--- config.mk ---
export PLATFORM = sky130hd
export DESIGN_NAME = seq_divider
export DESIGN_NICKNAME = d
export VERILOG_FILES = /design/src/rtl/seq_divider.sv
export SDC_FILE = /design/constraint.sdc
export NUM_CORES = 1
export LEC_CHECK = 0
export ABC_CLOCK_PERIOD_IN_PS = 6200
export CAP_MARGIN = 20
export CORE_ASPECT_RATIO = 1.2
export CORE_MARGIN = 10
export CORE_UTILIZATION = 39
export DETAILED_ROUTE_END_ITERATION = 6
export PLACE_DENSITY = 0.7
export SETUP_SLACK_MARGIN = 0.3
export SLEW_MARGIN = 20
export SYNTH_ARGS = -nofsm -noshare
export SYNTH_HDL_FRONTEND = slang
export SYNTH_SLANG_ARGS = --single-unit
--- constraint.sdc ---
create_clock -name clk -period 6.2 [get_ports clk]
set_input_delay 0.62 -clock clk [delete_from_list [all_inputs] [get_ports clk]]
set_output_delay 0.62 -clock clk [all_outputs]
set_load 0.05 [all_outputs]
--- src/rtl/seq_divider.sv ---
// Iterative restoring divider: 2*WIDTH-bit dividend / WIDTH-bit divisor, one quotient bit per clock.
// Define DIV_SIGNED_EN for two's-complement operands (adds one sign fix-up cycle).
module seq_divider #(
    parameter int WIDTH = 4
) (
    input  logic               clk,
    input  logic               rst_n,
    input  logic               start,
    input  logic [2*WIDTH-1:0] dividend,
    input  logic [WIDTH-1:0]   divisor,
    output logic               busy,
    output logic               done,
    output logic [2*WIDTH-1:0] quotient,
    output logic [WIDTH-1:0]   remainder,
    output logic               div_zero
);
    localparam int QW = 2 * WIDTH;
    localparam int CW = $clog2(QW + 1);

    typedef enum logic [1:0] {IDLE, RUN, FIX, DONE} state_t;

    state_t             state;
    logic [QW-1:0]      q_reg;
    logic [WIDTH-1:0]   d_reg;
    logic [WIDTH-1:0]   r_reg;
    logic [CW-1:0]      count;

    logic [WIDTH:0]     r_shift;
    logic               r_ge;
    logic [WIDTH-1:0]   r_sub;
    logic [WIDTH-1:0]   r_next;
    logic [QW-1:0]      q_next;
    logic [QW-1:0]      q_load;
    logic [WIDTH-1:0]   d_load;

`ifdef DIV_SIGNED_EN
    logic neg_q;
    logic neg_r;

    function automatic logic [QW-1:0] cneg_q(input logic [QW-1:0] v, input logic neg);
        return neg ? -v : v;
    endfunction

    function automatic logic [WIDTH-1:0] cneg_r(input logic [WIDTH-1:0] v, input logic neg);
        return neg ? -v : v;
    endfunction

    // The core always sees magnitudes; signs are reapplied in FIX.
    assign q_load = cneg_q(dividend, dividend[QW-1]);
    assign d_load = cneg_r(divisor, divisor[WIDTH-1]);
`else
    assign q_load = dividend;
    assign d_load = divisor;
`endif

    // R stays below D between steps, so the subtraction fits in WIDTH bits.
    always_comb begin
        r_shift = {r_reg, q_reg[QW-1]};
        r_ge    = (r_shift >= {1'b0, d_reg});
        r_sub   = r_shift[WIDTH-1:0] - d_reg;
        r_next  = r_ge ? r_sub : r_shift[WIDTH-1:0];
        q_next  = {q_reg[QW-2:0], r_ge};
    end

    always_ff @(posedge clk or negedge rst_n) begin
        if (!rst_n) begin
            state     <= IDLE;
            busy      <= 1'b0;
            done      <= 1'b0;
            quotient  <= '0;
            remainder <= '0;
            div_zero  <= 1'b0;
            q_reg     <= '0;
            d_reg     <= '0;
            r_reg     <= '0;
            count     <= '0;
`ifdef DIV_SIGNED_EN
            neg_q     <= 1'b0;
            neg_r     <= 1'b0;
`endif
        end else begin
            done <= 1'b0;
            case (state)
                IDLE, DONE: begin
                    if (start) begin
                        q_reg    <= q_load;
                        d_reg    <= d_load;
                        r_reg    <= '0;
                        count    <= CW'(QW);
                        div_zero <= 1'b0;
`ifdef DIV_SIGNED_EN
                        neg_q    <= dividend[QW-1] ^ divisor[WIDTH-1];
                        neg_r    <= dividend[QW-1];
`endif
                        if (divisor == '0) begin
                            state     <= DONE;
                            done      <= 1'b1;
                            quotient  <= '1;
                            remainder <= '0;
                            div_zero  <= 1'b1;
                        end else begin
                            state <= RUN;
                            busy  <= 1'b1;
                        end
                    end else begin
                        state <= IDLE;
                    end
                end
                RUN: begin
                    q_reg <= q_next;
                    r_reg <= r_next;
                    count <= count - CW'(1);
                    if (count == CW'(1)) begin
                        busy <= 1'b0;
`ifdef DIV_SIGNED_EN
                        state <= FIX;
`else
                        state     <= DONE;
                        done      <= 1'b1;
                        quotient  <= q_next;
                        remainder <= r_next;
`endif
                    end
                end
`ifdef DIV_SIGNED_EN
                FIX: begin
                    state     <= DONE;
                    done      <= 1'b1;
                    quotient  <= cneg_q(q_reg, neg_q);
                    remainder <= cneg_r(r_reg, neg_r);
                end
`endif
                default: state <= IDLE;
            endcase
        end
    end
endmodule

==> results of run 1 <==
[cells by family after synthesis]
group                      count (synthesis)
xor gates and xnor gates                   2
buffers and inverters                     29
AOI/OAI and AO/OA                         47
muxes                                     18
and+or+nand+nor                           50
DFF                                       37
adders and majority gates                  9
[worst reg2reg max path, cell delays in order (launching register included)]
cell	delay (ps)
dfrtp_1	350
inv_1	60
ha_1	440
nand2_1	240
or2_4	330
a21oi_4	440
nand2_1	200
o22ai_1	180
[per-stage QoR]
stage | instances | hold WS (ps) | utilization | instance area (sq um)
2_1_floorplan | 192 | 324 | - | 1900
3_5_place_dp | 273 | 481 | 0.480 | 2240
4_1_cts | 281 | 512 | 0.502 | 2340
5_1_grt | 281 | 539 | 0.502 | 2340
6_report | 281 | 506 | 0.502 | 2340
3_3_place_gp | 273 | 474 | 0.480 | 2240
[final cells by class]
| type | count | area, sq um |
|---|---|---|
| Clock buffer | 7 | 96.3 |
| Clock inverter | 1 | 5.00 |
| Fill cell | 447 | 2320 |
| Inverter | 21 | 78.8 |
| Multi-Input combinational cell | 126 | 857 |
| Sequential cell | 37 | 926 |
| Tap cell | 58 | 72.6 |
| Timing Repair Buffer | 31 | 305 |
[layer usage]
layer | routed length [um] | track usage | vias up
li1 | - | - | 717
met2 | 1980 | 0.176 | 31
met3 | 212 | 0.0310 | 7
met1 | 1730 | 0.120 | 679
met5 | 0 | 0 | -
met4 | 72 | 0.0517 | 0
[power by group through the flow]
stage | logic (mW) | clock network, mW | registers [mW]
finish | 0.760 | 0.188 | 0.412
detailed placement | 0.761 | 0 | 0.419
floorplan | 0.478 | 0 | 0.507
global route | 0.853 | 0.203 | 0.428
CTS | 0.771 | 0.192 | 0.414
global placement | 0.742 | 0 | 0.415
[cell usage after synthesis (all sizes together)]
cell / instances / share of area
inv: 21 / 0.042
buf: 4 / 0.013
nor3: 2 / 0.0053
xnor2: 2 / 0.0092
o22ai: 4 / 0.013
mux2i: 10 / 0.053
o21a: 2 / 0.0079
a21o: 1 / 0.0040
fa: 1 / 0.011
a21oi: 7 / 0.024
a31oi: 8 / 0.026
nand2b: 4 / 0.013
nor2b: 2 / 0.0066
o21ai: 17 / 0.045
a211oi: 4 / 0.018
a211o: 1 / 0.0046
or2: 2 / 0.0079
clkbuf: 4 / 0.0079
o221ai: 1 / 0.0046
mux2: 8 / 0.047
nand2: 23 / 0.045
or4: 1 / 0.0059
o211ai: 1 / 0.0040
ha: 8 / 0.053
dfrtp: 37 / 0.49
nor3b: 2 / 0.0079
nor2: 12 / 0.024
o31ai: 1 / 0.0040
nand3: 2 / 0.0053
[worst max path at each step]
| stage | start | endpoint | slack, ps | cells after the start |
|---|---|---|---|---|
| detailed placement | divisor[1] | remainder[2] | 3390 | 6 |
| global route | divisor[1] | remainder[2] | 3570 | 6 |
| finish | divisor[1] | remainder[2] | 3740 | 6 |
| global placement | divisor[1] | remainder[0] | 3460 | 6 |
| floorplan | r_reg[1] | r_reg[1] | 4210 | 6 |
| CTS | state[1] | remainder[2] | 3520 | 6 |
==> impl_metrics.csv, run 1 <==
group,metric,value,unit
logic_synthesis,synth_fa_ha_area_frac,0.0632,
drt,dr.pass1.iters,4,
cts,root_buffer,"clkbuf_8",
critical_path,r2r.worst_path.cells,7,
pwr,p_clk_frac,0.138,
cts,cts_hold_buf,0,
cts,clk_pin_slew,70,ps
placed_design,dp_hpwl,2.92,mm
pwr,combPwrFrac,0.559,
pwr,swShare,0.448,
logic_synthesis,ys_warn_count,0,
finish,area_growth,23.3,%
critical_path,rr_startpoint,"state[0]",
critical_path,max_stage_delay,540,ps
logic_synthesis,synth_cell_types,34,
sta,finClkSkew,8.75,ps
die,initial_core_util,0.407,
pwr,ir_drop,0.000190,V
critical_path,critPathMaxFanout,21,
critical_path,ff2ff_setup_slack,3880,ps
sta,finalHoldViolCount,0,
logic_synthesis,yosysSeqAreaShare,0.487,
sta,report.final.slew_viol_count,0,
drt,routed_wl,3.99,mm
cts,cts_buffer_depth,2,
outcome,status,"completed",
drt,drt_iter0_drc,84,
drt,ant_nets,0,
die,die_y,96.4,um
die,die_w,83.7,um
hold_path,hp-start,"div_zero",
finish,fin_nets,246,
sta,rsz0062_at_grt,"no",
sta,setup_violations,0,
cts,cts-buffers-inserted,5,
job,cap_violations,0,
drt,detail_route.wl_per_cell,14.2,um
pwr,total_power,1.36,mW
logic_synthesis,synth_top_family_by_area,"compound AO/OA/AOI/OAI gates",
cts,cts_tree,"yes",
cts,insertion_delay,290,ps
finish,layout_common_cells,"dfrtp_1 (37), clkdlybuf4s50_1 (29), nand2_1 (23)",
hold_path,hold_class,"flip-flop to flip-flop",
critical_path,critPathTopFamily,"simple AND/OR/NAND/NOR gates",
pwr,power_density,581,nW/um^2
drt,drcViolationCount,0,
placed_design,routabilityCongestion,0.726,
logic_synthesis,syn_inst,192,
critical_path,worst_setup_path_end_kind,"flip-flop",
global_routing,antenna_found_initial,0,
hold_path,min_to,"div_zero",
finish,layout_commonest_cell,"dfrtp_1",
sta,relSlewSlack,0.611,
sta,layout_min_cycle_time,2460,ps
logic_synthesis,synth_area,1900,sq um
critical_path,path_class,"input port to flip-flop",
logic_synthesis,synth_nets,216,
cts,cts_setup_buffers,0,
finish,drive_above_1_share,0.108,
global_routing,grt_pass1_wl,6.98,mm
logic_synthesis,synth-seq-cells,37,
critical_path,worstPathCellList,"clkdlybuf4s50_1 -> or4_4 -> or2_4 -> a21oi_4 -> nand2_1 -> o22ai_1",
critical_path,cp.buffers_inverters,1,
pwr,pwr-share-seq,0.303,
placed_design,place_ws,3390,ps
pwr,intPower,0.752,mW
global_routing,first_global_vias,1504,
die,io_pins,30,
critical_path,cp_data_required_time,6400,ps
sta,worstMarginPinSlew,584,ps
global_routing,grt_overflow,0,
global_routing,grt.total_usage,0.105,
die,rows,27,
die,design.core.area,4660,sq um
cts,cts_resized,0,
critical_path,arrival,2670,ps
pwr,netSwitchingPower,0.609,mW
logic_synthesis,yosys.area_share.simple,0.121,
logic_synthesis,synth-xor-area-share,0.00922,
drt,vias,1434,
sta,setup_slack,3740,ps
critical_path,cpMaxStageDelayCell,"or4_4",
logic_synthesis,syn_avg_cell_area,9.89,sq um
sta,setup_tns,0,ps
die,dieArea,8070,sq um
finish,antennaDiodeCount,0,
placed_design,io_buffers,29,
global_routing,grt_max_degree,38,
sta,fin_crit_sh,0.397,
pwr,leakage,1.01,nW
sta,fmax,406,MHz
logic_synthesis,synth_compound_area_frac,0.156,
logic_synthesis,muxShareOfSynthArea,0.100,
cts,h-tree-depth,2,
drt,drt-vias-per-instance,5.10,
critical_path,reg2reg_to,"remainder[2]",
hold_path,hold_path_depth,2,
cts,clock-sinks,37,
critical_path,cp-start-kind,"input port",
Note: power is estimated with default switching activity, not from simulation.
==> run 2, diff against run 1 <==
ABC_CLOCK_PERIOD_IN_PS = 2200   (was 6200)
PLACE_DENSITY = 0.72   (was 0.7)
clock period = 2.2 ns   (was 6.2 ns; I/O delays follow)
==> impl_metrics.csv, run 2 (synthesis results as in run 1) <==
group,metric,value,unit
critical_path,arrival,2010,ps
sta,setup_tns,0,ps
drt,drt-vias-per-instance,4.99,
drt,detail_route.wl_per_cell,13.7,um
finish,drive_above_1_share,0.209,
cts,cts-buffers-inserted,5,
die,design.core.area,4660,sq um
die,initial_core_util,0.407,
pwr,combPwrFrac,0.622,
sta,setup_violations,0,
die,dieArea,8070,sq um
finish,multi_input_comb_area,947,sq um
critical_path,critPathMaxFanout,4,
die,die_w,83.7,um
sta,fmax,540,MHz
sta,finalHoldViolCount,0,
outcome,status,"completed",
global_routing,use_met2,0.169,
global_routing,grt.total_usage,0.102,
placed_design,routabilityCongestion,0.767,
hold_path,hold_class,"input port to async pin",
die,rows,27,
pwr,netSwitchingPower,1.84,mW
placed_design,place_ws,89.6,ps
drt,routed_wl,4.01,mm
sta,relSlewSlack,0.661,
placed_design,dp_hpwl,2.99,mm
pwr,ir_drop,0.000525,V
critical_path,cp-start-kind,"flip-flop",
cts,root_buffer,"clkbuf_8",
finish,layout_common_cells,"dfrtp_1 (37), clkdlybuf4s50_1 (29), nand2_1 (21)",
finish,fin_nets,259,
sta,layout_min_cycle_time,1850,ps
sta,fin_crit_sh,0.842,
job,cap_violations,0,
pwr,p_clk_frac,0.099,
global_routing,grt_pass1_wl,6.83,mm
critical_path,worst_setup_path_end_kind,"flip-flop",
global_routing,grt_max_degree,38,
cts,cts_tree,"yes",
pwr,power_density,1700,nW/um^2
die,die_y,96.4,um
sta,rsz0062_at_grt,"yes",
cts,insertion_delay,280,ps
drt,drcViolationCount,0,
global_routing,gr-usage-met1,0.116,
die,io_pins,30,
finish,antennaDiodeCount,0,
critical_path,cp_data_required_time,2360,ps
sta,setup_slack,347,ps
finish,layout_commonest_cell,"dfrtp_1",
pwr,swShare,0.431,
drt,dr.pass1.iters,4,
cts,clock-sinks,37,
drt,drt_iter0_drc,91,
cts,h-tree-depth,2,
sta,worstMarginPinSlew,507,ps
drt,ant_nets,0,
placed_design,io_buffers,29,
cts,clk_pin_slew,70,ps
global_routing,grt_overflow,0,
sta,finClkSkew,1.95,ps
drt,vias,1456,
finish,fillCellCount,440,
pwr,pwr-share-seq,0.279,
critical_path,path_class,"flip-flop to flip-flop",
global_routing,busiest_layer,"met2",
finish,area_growth,32.3,%
global_routing,first_global_vias,1487,
sta,report.final.slew_viol_count,0,
pwr,leakage,1.08,nW
pwr,intPower,2.42,mW
cts,cts_buffer_depth,2,
finish,seqCellArea,926,sq um
global_routing,met3_usage,0.0410,
global_routing,antenna_found_initial,0,
==> run 2: cell type report <==
| class | instances | area share |
|---|---|---|
| multi-input combinational | 126 | 0.377 |
| clock buffer | 5 | 0.0274 |
| sequential | 37 | 0.368 |
| tap | 58 | 0.0289 |
| clock inverter | 1 | 0.00199 |
| timing repair buffer | 44 | 0.165 |
| inverter | 21 | 0.0314 |
==> run 2: power groups by stage <==
stage | Combinational, mW | Sequential [mW] | Clock, mW
floorplan | 1.36 | 1.43 | 0
global placement | 2.22 | 1.17 | 0
detailed placement | 2.28 | 1.18 | 0
CTS | 2.52 | 1.18 | 0.441
global route | 2.95 | 1.23 | 0.476
finish | 2.65 | 1.19 | 0.422
==> run 2: per-stage QoR <==
step                      instance area, sq um  total power [mW]  instances  utilization  hold slack (ps)
after global placement                    2320              3.39        281        0.497              468
final                                     2510              4.26        292        0.539              361
after floorplan                           1910              2.79        192            -            -75.6
after detailed placement                  2320              3.46        281        0.497              479
after CTS                                 2450              4.14        290        0.525              375
after global routing                      2510              4.65        292        0.539              406
==> run 2: critical path, stage by stage, from the launching register on <==
cell and delay (ps):
dfrtp_1 410, inv_1 100, ha_4 170, a21oi_4 170, o21ai_2 90, a211oi_2 170
buf_4 160, buf_4 110, mux2i_2 230, o21ai_0 120
==> run 2: path summary, 6_finish.rpt <==
kind	startpoint	endpoint	slack, ps	cells after the start
setup / recovery	d_reg[1]	r_reg[2]	350	9
hold reg to reg	div_zero	div_zero	490	2
hold / removal	rst_n	remainder[3]	360	2
min in group clk	div_zero	div_zero	490	2
setup reg to reg	d_reg[1]	r_reg[2]	350	9
max in group asynchronous	rst_n	q_reg[3]	1510	2
==> run 2: layer usage <==
| metal | vias up | routed length, um |
|---|---|---|
| met5 | - | 0 |
| met4 | 0 | 51 |
| met3 | 5 | 230 |
| met2 | 25 | 1960 |
| met1 | 691 | 1770 |
| li1 | 735 | - |
==> run 2: repair_timing <==
item	4_1_cts	5_1_grt
hold buffers	0	0
pin swaps	4	4
buffers inserted	3	2
resized for setup	8	12
setup endpoints to repair	7	18
